**src/rtl/smbm_sched.sv**
```systemverilog
// Round-robin front-end scheduler for the smbm store: one ADD/DELETE/READ in flight, tagged response.
// Optional watchdog on the smbm_done wait is enabled by defining SMBM_SCHED_TIMEOUT_EN.
module smbm_sched #(
    parameter int unsigned NUM_REQ            = 4,
    parameter int unsigned REQ_LOG            = 2,
    parameter int unsigned BIT_VEC_SIZE       = 128,
    parameter int unsigned BIT_VEC_SIZE_LOG   = 7,
    parameter int unsigned NUM_OF_METRICS     = 2,
    parameter int unsigned NUM_OF_METRICS_LOG = 1,
    parameter int unsigned TIMEOUT_CYCLES     = 16
) (
    input  logic                                            clk,
    input  logic                                            rst,
    input  logic [NUM_REQ-1:0]                              req_valid,
    output logic [NUM_REQ-1:0]                              req_ready,
    input  logic [NUM_REQ-1:0][2:0]                         req_op,
    input  logic [NUM_REQ-1:0][BIT_VEC_SIZE_LOG-1:0]        req_id,
    input  logic [NUM_REQ-1:0][NUM_OF_METRICS-1:0][7:0]     req_metric_val,
    input  logic [NUM_REQ-1:0][BIT_VEC_SIZE-1:0]            req_in,
    input  logic [NUM_REQ-1:0][NUM_OF_METRICS_LOG-1:0]      req_metricX,
    input  logic [NUM_REQ-1:0][2:0]                         req_opcode_in,
    output logic [2:0]                                      smbm_opcode,
    output logic [BIT_VEC_SIZE_LOG-1:0]                     smbm_id,
    output logic [NUM_OF_METRICS-1:0][7:0]                  smbm_metric_val,
    output logic [BIT_VEC_SIZE-1:0]                         smbm_in,
    output logic [NUM_OF_METRICS_LOG-1:0]                   smbm_metricX,
    output logic [2:0]                                      smbm_opcode_in,
    input  logic                                            smbm_done,
    output logic                                            rsp_valid,
    output logic [REQ_LOG-1:0]                              rsp_req,
    output logic [1:0]                                      rsp_status,
    output logic [BIT_VEC_SIZE_LOG:0]                       occupancy
);

    localparam logic [2:0] OpAdd  = 3'b000;
    localparam logic [2:0] OpDel  = 3'b001;
    localparam logic [2:0] OpRead = 3'b010;
    localparam logic [2:0] OpNone = 3'b111;

    localparam logic [1:0] StsOk    = 2'b00;
    localparam logic [1:0] StsFull  = 2'b01;
    localparam logic [1:0] StsEmpty = 2'b10;
`ifdef SMBM_SCHED_TIMEOUT_EN
    localparam logic [1:0] StsTimeout = 2'b11;
`endif

    localparam logic [BIT_VEC_SIZE_LOG:0] Capacity = (BIT_VEC_SIZE_LOG + 1)'(BIT_VEC_SIZE);
    localparam logic [REQ_LOG-1:0]        LastReq  = REQ_LOG'(NUM_REQ - 1);

    typedef enum logic [1:0] {StIdle, StIssue, StWait, StResp} state_e;

    state_e             state;
    logic [REQ_LOG-1:0] rr_ptr;
    logic [2:0]         op_latched;
`ifdef SMBM_SCHED_TIMEOUT_EN
    logic [7:0]         wait_cnt;
`endif

    logic               grant_any;
    logic [REQ_LOG-1:0] grant_idx;
    logic [REQ_LOG-1:0] cand;
    logic [REQ_LOG-1:0] ptr_next;
    logic [2:0]         grant_op;
    logic               is_full;
    logic               is_empty;

    // First valid requester at or after the round-robin pointer, wrapping.
    always_comb begin
        grant_any = 1'b0;
        grant_idx = '0;
        cand      = '0;
        for (int i = 0; i < int'(NUM_REQ); i++) begin
            cand = REQ_LOG'((32'(rr_ptr) + 32'(i)) % NUM_REQ);
            if (!grant_any && req_valid[cand]) begin
                grant_any = 1'b1;
                grant_idx = cand;
            end
        end
    end

    always_comb begin
        req_ready = '0;
        if (state == StIdle && grant_any) begin
            req_ready[grant_idx] = 1'b1;
        end
    end

    assign ptr_next = (grant_idx == LastReq) ? '0 : grant_idx + 1'b1;
    assign grant_op = req_op[grant_idx];
    assign is_full  = (occupancy == Capacity);
    assign is_empty = (occupancy == '0);

    always_ff @(posedge clk) begin
        if (rst) begin
            state           <= StIdle;
            rr_ptr          <= '0;
            op_latched      <= OpNone;
            smbm_opcode     <= OpNone;
            smbm_id         <= '0;
            smbm_metric_val <= '0;
            smbm_in         <= '0;
            smbm_metricX    <= '0;
            smbm_opcode_in  <= '0;
            rsp_valid       <= 1'b0;
            rsp_req         <= '0;
            rsp_status      <= StsOk;
            occupancy       <= '0;
`ifdef SMBM_SCHED_TIMEOUT_EN
            wait_cnt        <= '0;
`endif
        end else begin
            unique case (state)
                StIdle: begin
                    rsp_valid <= 1'b0;
                    if (grant_any) begin
                        smbm_id         <= req_id[grant_idx];
                        smbm_metric_val <= req_metric_val[grant_idx];
                        smbm_in         <= req_in[grant_idx];
                        smbm_metricX    <= req_metricX[grant_idx];
                        smbm_opcode_in  <= req_opcode_in[grant_idx];
                        rsp_req         <= grant_idx;
                        rr_ptr          <= ptr_next;
                        op_latched      <= grant_op;
                        if (grant_op == OpAdd && is_full) begin
                            state      <= StResp;
                            rsp_valid  <= 1'b1;
                            rsp_status <= StsFull;
                        end else if (grant_op == OpDel && is_empty) begin
                            state      <= StResp;
                            rsp_valid  <= 1'b1;
                            rsp_status <= StsEmpty;
                        end else if (grant_op == OpAdd || grant_op == OpDel ||
                                     grant_op == OpRead) begin
                            state       <= StIssue;
                            smbm_opcode <= grant_op;
                        end else begin
                            // Unsupported opcodes are acknowledged without touching smbm.
                            state      <= StResp;
                            rsp_valid  <= 1'b1;
                            rsp_status <= StsOk;
                        end
                    end
                end
                StIssue: begin
                    smbm_opcode <= OpNone;
                    state       <= StWait;
`ifdef SMBM_SCHED_TIMEOUT_EN
                    wait_cnt    <= '0;
`endif
                end
                StWait: begin
                    if (smbm_done) begin
                        state      <= StResp;
                        rsp_valid  <= 1'b1;
                        rsp_status <= StsOk;
                        if (op_latched == OpAdd) begin
                            occupancy <= occupancy + 1'b1;
                        end else if (op_latched == OpDel) begin
                            occupancy <= occupancy - 1'b1;
                        end
`ifdef SMBM_SCHED_TIMEOUT_EN
                    end else if (wait_cnt == 8'(TIMEOUT_CYCLES - 1)) begin
                        // Gives up after exactly TIMEOUT_CYCLES wait cycles.
                        state      <= StResp;
                        rsp_valid  <= 1'b1;
                        rsp_status <= StsTimeout;
                    end else begin
                        wait_cnt <= wait_cnt + 8'd1;
`endif
                    end
                end
                StResp: begin
                    rsp_valid <= 1'b0;
                    state     <= StIdle;
                end
                default: begin
                    state <= StIdle;
                end
            endcase
        end
    end

endmodule

```
**config.mk**
```make
export PLATFORM = sky130hd
export DESIGN_NAME = smbm_sched
export DESIGN_NICKNAME = d
export VERILOG_FILES = /design/src/rtl/smbm_sched.sv
export SDC_FILE = /design/constraint.sdc
export NUM_CORES = 1
export LEC_CHECK = 0
export CORE_AREA = 4 4 316 318
export DETAILED_ROUTE_END_ITERATION = 6
export DIE_AREA = 0 0 320 322
export SLEW_MARGIN = 0
export SYNTH_ARGS = -nofsm -noshare
export SYNTH_HDL_FRONTEND = slang
export SYNTH_SLANG_ARGS = --single-unit
```
**constraint.sdc**
```tcl
create_clock -name clk -period 7.1 [get_ports clk]
set_input_delay 1.42 -clock clk [delete_from_list [all_inputs] [get_ports clk]]
set_output_delay 1.42 -clock clk [all_outputs]
set_load 0.01 [all_outputs]
```
==> results.json <==
{
  "status": "finished, final reports clean",
  "grt_antenna_before_repair": 24,
  "cts.path.max_buffers": 2,
  "cts_resized": 0,
  "synth_top_area_frac": 0.3165,
  "finish.utilization": 0.2198,
  "num_io_pins": 814,
  "fmax_ghz": 0.1783,
  "worstPathArrival_ns": 4.19,
  "cts_sinks": 178,
  "syn_area_mm2": 0.01126,
  "clk-insertion-delay-late_ns": 0.51,
  "max_slew_margin": 0.3202,
  "synth_area_leader_cell": "dfxtp_1",
  "synthSimpleGateAreaFrac": 0.5041,
  "cts_buffers": 17,
  "post_cts_buffers": 0,
  "yosys_most_used_dff": "dfxtp_1",
  "leakage_uw": 0.008085,
  "drc": 0,
  "rsz0062_at_grt": "false",
  "htree_levels": 4,
  "drive_above_1_share": 0.02538,
  "required_ns": 5.68,
  "synth-adder-area-share": 0.01622,
  "drtAntennaViolNets": 0,
  "crit_type": "in -> out",
  "yosysSeqAreaShare": 0.3165,
  "routedWlPerCell_um": 22.02,
  "cts_hold_buf": 0,
  "dr.pass1.iters": 5,
  "grt_usage": 0.1583,
  "irDropWorstVdd_mv": 0.1617,
  "fp.dieW_um": 320,
  "synth_edf_count": 0,
  "grt-ovfl-total": 0,
  "hold_path_class": "reg -> reg",
  "synth_compound_area_frac": 0.09990,
  "n_fill_cell": 10930,
  "period_minus_slack_ns": 5.608,
  "hold_viol": 0,
  "syn_inst": 1897,
  "core-area_mm2": 0.09657,
  "power.density_mw_per_mm2": 341.1,
  "ctsRootBufferMaster": "clkbuf_16",
  "cp-end-kind": "primary output",
  "rows": 114,
  "fp.dieH_um": 322,
  "async_reset_ff_frac": 0,
  "synth_cell_types": 48,
  "synth.mux.area_fraction": 0.002778,
  "worst-path-max-fanout": 68,
  "grt_pass1_wl_um": 116300,
  "yosys_warnings": 0,
  "synth-seq-cells": 178,
  "avgSynthCellArea_um2": 5.935,
  "worst_pin_slew_ns": 1.020,
  "finalWirelength_um": 85450,
  "grt_pass1_vias": 15180,
  "pre_cts_ws_ns": 1.449,
  "tns_ns": 0,
  "slew_violations": 0,
  "period_share": 0.7899,
  "hpwl_um": 69470,
  "fp.dieArea_mm2": 0.1030,
  "areaGrowthSynthToFinish_pct": 88.49,
  "final.setup_skew_ns": 0.01321,
  "setup_viol": 0,
  "path_clk_slew_ns": 0.07,
  "final_cell_mix": "812 x clkdlybuf4s50_1, 792 x nand2_1, 467 x nand3_1, 178 x dfxtp_1, 170 x a21oi_1",
  "synth_area_leaders": "dfxtp_1 32%, nand2_1 26%, nand3_1 21%",
  "cts_tree": "yes",
  "drtIter0Drc": 918,
  "synthesis.nets": 2550,
  "vias": 15650,
  "start_kind": "input pin",
  "port_buffers": 813,
  "final_common_cell": "clkdlybuf4s50_1",
  "synth_top_family_by_area": "simple AND/OR/NAND/NOR gates",
  "viasPerCell": 4.034,
  "worst_slack_ns": 1.492,
  "maxCapViolations": 0,
  "nNetsFinal": 3242,
  "synth_xor_xnor_area_share": 0.005445,
  "gp_congestion": 0.8568,
  "start_util": 0.1166,
  "grt_max_degree": 167
}
## synth_stat cells, types with 2 or more instances
library cell / instances
inv_2: 2
or3_1: 3
xnor2_1: 6
a211oi_1: 4
nand3_1: 467
buf_1: 10
dfxtp_1: 178
nor2b_1: 7
mux2i_1: 2
o21bai_1: 2
a21oi_1: 170
nand2_1: 793
o21ai_0: 4
and2_1: 4
a21o_1: 6
nor2_1: 23
nor3_1: 9
ha_1: 13
nand2b_1: 6
a211o_1: 3
and3_1: 5
clkbuf_1: 149
inv_1: 3
a211oi_2: 2
or2_2: 3
## per-layer routing
layer	GRT usage	vias up	wire length, um
li1	-	7691	-
met1	0.1883	7229	35060
met2	0.2868	634	43240
met3	0.03940	84	5562
met4	0.03458	12	1506
met5	0	-	76
## worst paths after layout
check / slack [ns] / cells after the start / from / to
min: 0.45 / 2 / smbm_metric_val[2]$_SDFFE_PP0P_ / smbm_metric_val[2]$_SDFFE_PP0P_
max reg2reg: 3.39 / 9 / rr_ptr[0]$_SDFFE_PP0P_ / smbm_opcode[0]$_SDFFE_PP1P_
max: 1.49 / 8 / req_valid[3] / req_ready[2]
min reg2reg: 0.45 / 2 / smbm_metric_val[2]$_SDFFE_PP0P_ / smbm_metric_val[2]$_SDFFE_PP0P_
## final cells by class
cell class                 count  area, um2  area share
clock buffer                  20      466.7     0.02199
timing repair buffer         833       8342      0.3931
inverter                       5      31.28    0.001474
antenna                        4      10.01   0.0004716
multi-input combinational   1554       7114      0.3352
tap                         1276       1597     0.07523
sequential                   178       3563      0.1679
clock inverter                10      98.84    0.004657
## state kept, by name (all words and copies together) (netlist names)
register and cells:
smbm_metricX 1, rsp_req 2, occupancy 8, smbm_opcode_in 3, rsp_status 2, rsp_valid 1, smbm_metric_val 16, smbm_opcode 3
smbm_id 7, state 2, op_latched 3, smbm_in 128, rr_ptr 2
## worst max-delay path, stage by stage
cell	delay [ns]
clkdlybuf4s50_1	0.49
or2_2	0.34
nand4_1	0.27
nand2_4	0.31
inv_8	0.44
ha_1	0.22
and2_1	0.12
clkdlybuf4s50_1	0.54
## metrics by stage
step / cell area (um2) / hold slack (ns) / std cells / total power, uW
2_1_floorplan: 11260 / 0.4290 / 1897 / 3921
3_3_place_gp: 20650 / 0.4369 / 3846 / 6386
3_5_place_dp: 20650 / 0.4455 / 3846 / 6405
4_1_cts: 21210 / 0.4560 / 3876 / 7458
5_1_grt: 21210 / 0.4720 / 3876 / 7826
6_report: 21220 / 0.4536 / 3880 / 7238
## power breakdown
group / total (uW) / leakage, uW / switching (uW) / internal (uW)
combinational: 4610 / 0.00634 / 2840 / 1770
clock: 992 / 0.000276 / 482 / 510
sequential: 1640 / 0.00147 / 248 / 1390
## cells by family after synthesis
| family | Yosys count |
|---|---|
| and+or+nand+nor | 1327 |
| AOI/OAI and AO/OA | 203 |
| DFF | 178 |
| buffers and inverters | 165 |
| adders and majority gates | 14 |
| xor gates and xnor gates | 7 |
| muxes | 3 |
Note: power is estimated with default switching activity, not from simulation.
